[src/rtl/pipe_pkg.sv]
// Shared constants for the pipeline stage registers.
// Each stage picks its control width and bubble mask from here.
// The field offsets let stage logic slice the packed data vector.
package pipe_pkg;

   // MEM/WB: ctrl = {RegWrite, MemtoReg}; data = {ReadData, ALU result, RtRd}
   localparam int              MEMWB_CTRL_W    = 2;
   localparam logic [1:0]      MEMWB_CTRL_MASK = 2'b10;
   localparam int              MEMWB_RTRD_LSB  = 0;
   localparam int              MEMWB_RTRD_W    = 5;
   localparam int              MEMWB_ALU_LSB   = 5;
   localparam int              MEMWB_ALU_W     = 32;
   localparam int              MEMWB_RDATA_LSB = 37;
   localparam int              MEMWB_RDATA_W   = 32;
   localparam int              MEMWB_DATA_W    = 69;

   // EX/MEM: ctrl = {RegWrite, MemtoReg, Branch, MemRead, MemWrite}
   // MemtoReg only steers a mux, so it is allowed to pass through a bubble.
   localparam int              EXMEM_CTRL_W    = 5;
   localparam logic [4:0]      EXMEM_CTRL_MASK = 5'b10111;
   localparam int              EXMEM_RTRD_LSB  = 0;
   localparam int              EXMEM_RTRD_W    = 5;
   localparam int              EXMEM_WDATA_LSB = 5;
   localparam int              EXMEM_WDATA_W   = 32;
   localparam int              EXMEM_ALU_LSB   = 37;
   localparam int              EXMEM_ALU_W     = 32;
   localparam int              EXMEM_DATA_W    = 69;

   // ID/EX: ctrl = {RegWrite, MemtoReg, Branch, MemRead, MemWrite,
   //                RegDst, ALUOp[1:0], ALUSrc}
   // Only the bits with architectural side effects are cleared on a bubble.
   localparam int              IDEX_CTRL_W     = 9;
   localparam logic [8:0]      IDEX_CTRL_MASK  = 9'b1_0111_0000;
   localparam int              IDEX_RD_LSB     = 0;
   localparam int              IDEX_RD_W       = 5;
   localparam int              IDEX_RT_LSB     = 5;
   localparam int              IDEX_RT_W       = 5;
   localparam int              IDEX_RS_LSB     = 10;
   localparam int              IDEX_RS_W       = 5;
   localparam int              IDEX_IMM_LSB    = 15;
   localparam int              IDEX_IMM_W      = 32;
   localparam int              IDEX_RDATA2_LSB = 47;
   localparam int              IDEX_RDATA2_W   = 32;
   localparam int              IDEX_RDATA1_LSB = 79;
   localparam int              IDEX_RDATA1_W   = 32;
   localparam int              IDEX_DATA_W     = 111;

endpackage

[src/rtl/pipe_hold_buf.sv]
// Single-entry forward-hold buffer.
// Keeps a copy of the stage output that is about to be overwritten so a
// forwarding consumer can still read it after the stage advances.
module pipe_hold_buf
   import pipe_pkg::*;
#(
   parameter int DATA_W = MEMWB_DATA_W,
   parameter int CTRL_W = MEMWB_CTRL_W
) (
   input  logic              clock,
   input  logic              reset,
   input  logic              advance,
   input  logic              hold_req,
   input  logic              hold_clear,
   input  logic              cur_valid,
   input  logic [CTRL_W-1:0] cur_ctrl,
   input  logic [DATA_W-1:0] cur_data,
   output logic              hold_valid,
   output logic [CTRL_W-1:0] hold_ctrl,
   output logic [DATA_W-1:0] hold_data
);

   logic capture;

   // A capture may replace the entry only when it is empty or being released.
   always_comb begin
      capture = advance & hold_req & cur_valid & (~hold_valid | hold_clear);
   end

   // Capture the retiring value, or release the entry; contents stay put on release.
   always_ff @(posedge clock) begin
      if (reset) begin
         hold_valid <= 1'b0;
         hold_ctrl  <= '0;
         hold_data  <= '0;
      end else if (capture) begin
         hold_valid <= 1'b1;
         hold_ctrl  <= cur_ctrl;
         hold_data  <= cur_data;
      end else if (hold_clear) begin
         hold_valid <= 1'b0;
      end
   end

endmodule

[src/rtl/pipe_stage_reg.sv]
// Parametrised pipeline register between two stages.
// Handles downstream stall (hold), upstream stall/flush (bubble with masked
// control, data still loaded) and an optional forward-hold buffer.
module pipe_stage_reg
   import pipe_pkg::*;
#(
   parameter int                DATA_W    = MEMWB_DATA_W,
   parameter int                CTRL_W    = MEMWB_CTRL_W,
   parameter logic [CTRL_W-1:0] CTRL_MASK = {CTRL_W{1'b1}},
   parameter int                FWD_HOLD  = 1
) (
   input  logic              clock,
   input  logic              reset,
   input  logic              up_stall,
   input  logic              up_flush,
   input  logic              dn_stall,
   input  logic              in_valid,
   input  logic [CTRL_W-1:0] in_ctrl,
   input  logic [DATA_W-1:0] in_data,
   output logic              out_valid,
   output logic [CTRL_W-1:0] out_ctrl,
   output logic [DATA_W-1:0] out_data,
   input  logic              hold_req,
   input  logic              hold_clear,
   output logic              hold_valid,
   output logic [CTRL_W-1:0] hold_ctrl,
   output logic [DATA_W-1:0] hold_data
);

   logic advance;

   // The stage moves forward on any edge that is neither reset nor held downstream.
   always_comb begin
      advance = ~reset & ~dn_stall;
   end

   // Main register: reset, then downstream hold, then bubble, then normal load.
   // Data is loaded even on a bubble so exception state survives a flush.
   always_ff @(posedge clock) begin
      if (reset) begin
         out_valid <= 1'b0;
         out_ctrl  <= '0;
         out_data  <= '0;
      end else if (dn_stall) begin
         out_valid <= out_valid;
         out_ctrl  <= out_ctrl;
         out_data  <= out_data;
      end else if (up_stall | up_flush) begin
         out_valid <= 1'b0;
         out_ctrl  <= in_ctrl & ~CTRL_MASK;
         out_data  <= in_data;
      end else begin
         out_valid <= in_valid;
         out_ctrl  <= in_ctrl;
         out_data  <= in_data;
      end
   end

   generate
      if (FWD_HOLD != 0) begin : g_hold
         pipe_hold_buf #(
            .DATA_W (DATA_W),
            .CTRL_W (CTRL_W)
         ) u_hold_buf (
            .clock      (clock),
            .reset      (reset),
            .advance    (advance),
            .hold_req   (hold_req),
            .hold_clear (hold_clear),
            .cur_valid  (out_valid),
            .cur_ctrl   (out_ctrl),
            .cur_data   (out_data),
            .hold_valid (hold_valid),
            .hold_ctrl  (hold_ctrl),
            .hold_data  (hold_data)
         );
      end else begin : g_no_hold
         logic hold_unused;
         assign hold_unused = hold_req ^ hold_clear ^ advance;
         assign hold_valid  = 1'b0;
         assign hold_ctrl   = '0;
         assign hold_data   = '0;
      end
   endgenerate

endmodule
[config.mk]
export PLATFORM = sky130hd
export DESIGN_NAME = pipe_stage_reg
export DESIGN_NICKNAME = d
export VERILOG_FILES = /design/src/rtl/pipe_pkg.sv /design/src/rtl/pipe_hold_buf.sv /design/src/rtl/pipe_stage_reg.sv
export SDC_FILE = /design/constraint.sdc
export NUM_CORES = 1
export LEC_CHECK = 0
export CAP_MARGIN = 20
export CORE_UTILIZATION = 49
export CTS_BUF_LIST = sky130_fd_sc_hd__clkbuf_4
export DETAILED_ROUTE_END_ITERATION = 6
export PLACE_DENSITY = 0.95
export SYNTH_ARGS = -nofsm -noshare
export SYNTH_HDL_FRONTEND = slang
export SYNTH_SLANG_ARGS = --single-unit
[constraint.sdc]
create_clock -name clock -period 2.27 [get_ports clock]
set_input_delay 0.454 -clock clock [delete_from_list [all_inputs] [get_ports clock]]
set_output_delay 0.454 -clock clock [all_outputs]
set_load 0.01 [all_outputs]
==> metrics <==
syn avg cell area=10.3 µm²; Post-CTS Setup Bufs=0; Worst setup EP type=output pin; uppermost layer routed=met4; post-synth cell types=19; P_leak=3.44 nW; failing checks=DRC; layout cells sized above 1=15.4%; Initial Utilization=51.0%; DR vias/cell=5.72; syn_nets=654; Yosys reg bits=144; # DRC=13; Min-Delay Path Class=input port to flip-flop; Layout area overhead=42.4%; Max Root-Sink Buffers=2; minimum clock period=2.02 ns; met2 WL=8640 µm; Filler cells=843; CTS tree=built; slew margin rel.=47.7%; Post-Route WL=16,700 µm; FMAX=494 MHz; slowest CP cell=clkdlybuf4s50_1; non-filler cells, final=920; number of synthesized flops with an enable pin=0; Critical Path RT=1.82 ns; Peak supply drop=0.395 mV; status=finished, violations left; initial antenna violation count=0; cell count after synthesis=575; Netlist Area Pre-Place=0.00592 mm²; routed wl met3=1050 µm; Setup-failing EPs final=0; Routed Antenna Nets=0; Reg area=0.00288 mm²; Ports=223; row count=39; final total power=4.99 mW; clock latency at the later pin of the worst-skew pair=0.53 ns; largest net degree at the start of global routing=76; final worst-path cycle share=89.1%; PostCTS Resize Cnt=0; Worst Hold Slack=0.369 ns; crit-path max FO=4; die width=112 µm; Core Area=0.0116 mm²; max-cap viol count=0; dpl hpwl=11,500 µm; ys async rst share=0%; most common flop cell mapped by yosys=dfxtp_1; H-tree Lvls=4; Critical Path Start Type=flip-flop; sequential element share of the synthesized area=48.7%; WP data arrival=1.57 ns; hold buffer count at cts=0; Die H=112 µm; cell family contributing the most delay on the critical path=buffers and inverters; number of DRC markers in iteration 0=246; worst slew pin tran=0.784 ns; most frequent cells in the layout=clkdlybuf4s50_1, dfxtp_1, nand2_1; Ys Warns=0; vias after detailed routing=5,262; multi-input logic area=0.00265 mm²; wl on met1=6290 µm; GP Congestion=0.805; PortBufs=222; Power Density=591 mW/mm²; vias in the first global route=5,120; CP max stage delay=0.60 ns; Num CTS Buffers=17; WP buf/inv=1; Sink Count=144; critical path class=flip-flop to output pin; nets=843; Routed WL per cell=18.1 µm; Antenna Cells=0; worst path cell trace=clkdlybuf4s50_1; total negative setup slack=0 ns; gr ovfl total=0; Clock Skews=0.0156 ns; first-pass GRT wire length=26,200 µm; total die area=0.0125 mm²; Pre-Repair DR Iteration Count=7; Final Hold Fails=0; RSZ-0062 raised after global routing=no; Cells after DPL=888; Slew Viols, Final=0; Total Routing Usage GR=26.5%; Root Buffer=clkbuf_4; clock-pin slew on the worst setup and hold paths=0.12 ns; most common library cell in the layout ignoring fill and taps=clkdlybuf4s50_1
-- flip-flops by register name (all words and copies together), names as in the netlist --
name / flops
g_hold.u_hold_buf.hold_data: 69
out_valid: 1
g_hold.u_hold_buf.hold_valid: 1
out_ctrl: 2
g_hold.u_hold_buf.hold_ctrl: 2
out_data: 69
-- Yosys cell counts (all sizes together) (4+ instances only) --
cell type | n | area share [%]
mux2i | 69 | 12
a21oi | 4 | 0.34
buf | 40 | 5.2
nor2 | 70 | 4.4
dfxtp | 144 | 49
nand2 | 74 | 4.7
nand4 | 71 | 7.5
o211ai | 71 | 15
clkbuf | 24 | 1.5
nand3b | 4 | 0.72
-- where the power goes --
part	leakage, nW	switching [mW]	internal [mW]
sequential	1.17	0.0673	2.60
clock	0.151	0.957	0.772
combinational	2.11	0.253	0.336
total	3.44	1.28	3.71
-- routing by layer --
metal | vias to the layer above | GRT usage [%]
li1 | 2450 | -
met4 | 0 | 15.1
met2 | 237 | 46.9
met3 | 46 | 5.88
met5 | - | 0
met1 | 2529 | 29.3
-- stage by stage --
| stage | utilization, % | cell area (µm²) | worst slack (ns) |
|---|---|---|---|
| after floorplan | - | 5920 | 0.957 |
| after global placement | 70.0 | 8120 | 0.401 |
| after detailed placement | 70.0 | 8120 | 0.365 |
| after CTS | 72.6 | 8440 | 0.191 |
| after global routing | 72.6 | 8440 | 0.193 |
| final | 72.6 | 8440 | 0.248 |
-- cell type report --
cell class / count / share of cell area, %
flip-flops and latches: 144 / 34.2
multi-input cells: 366 / 31.4
repair buffers: 234 / 28.5
clock inverters: 15 / 2.19
well taps: 143 / 2.12
clock buffers: 17 / 1.51
inverters: 1 / 0.104
-- final timing paths --
| check | endpoint | slack [ns] | cells past startpoint | start |
|---|---|---|---|---|
| max | out_valid | 0.25 | 1 | out_valid |
| min | g_hold.u_hold_buf.hold_data[36] | 0.37 | 4 | reset |
| max reg2reg | g_hold.u_hold_buf.hold_data[37] | 0.92 | 4 | out_valid |
| min reg2reg | g_hold.u_hold_buf.hold_data[15] | 0.48 | 2 | out_data[15] |
-- cells by family after synthesis --
| group | share of synthesized area, % |
|---|---|
| DFF | 48.7 |
| AOI/OAI and AO/OA | 15.2 |
| muxes | 11.7 |
| buffers and inverters | 6.82 |
| and+or+nand+nor | 17.7 |
-- worst register-to-register path: cells and delay by family (launching register included) --
kind | cells | cell delay, ns
buffers and inverters | 1 | 0.50
AOI/OAI and AO/OA | 1 | 0.20
and+or+nand+nor | 2 | 0.21
DFF | 1 | 0.38
(Power assumes the default switching activity.)
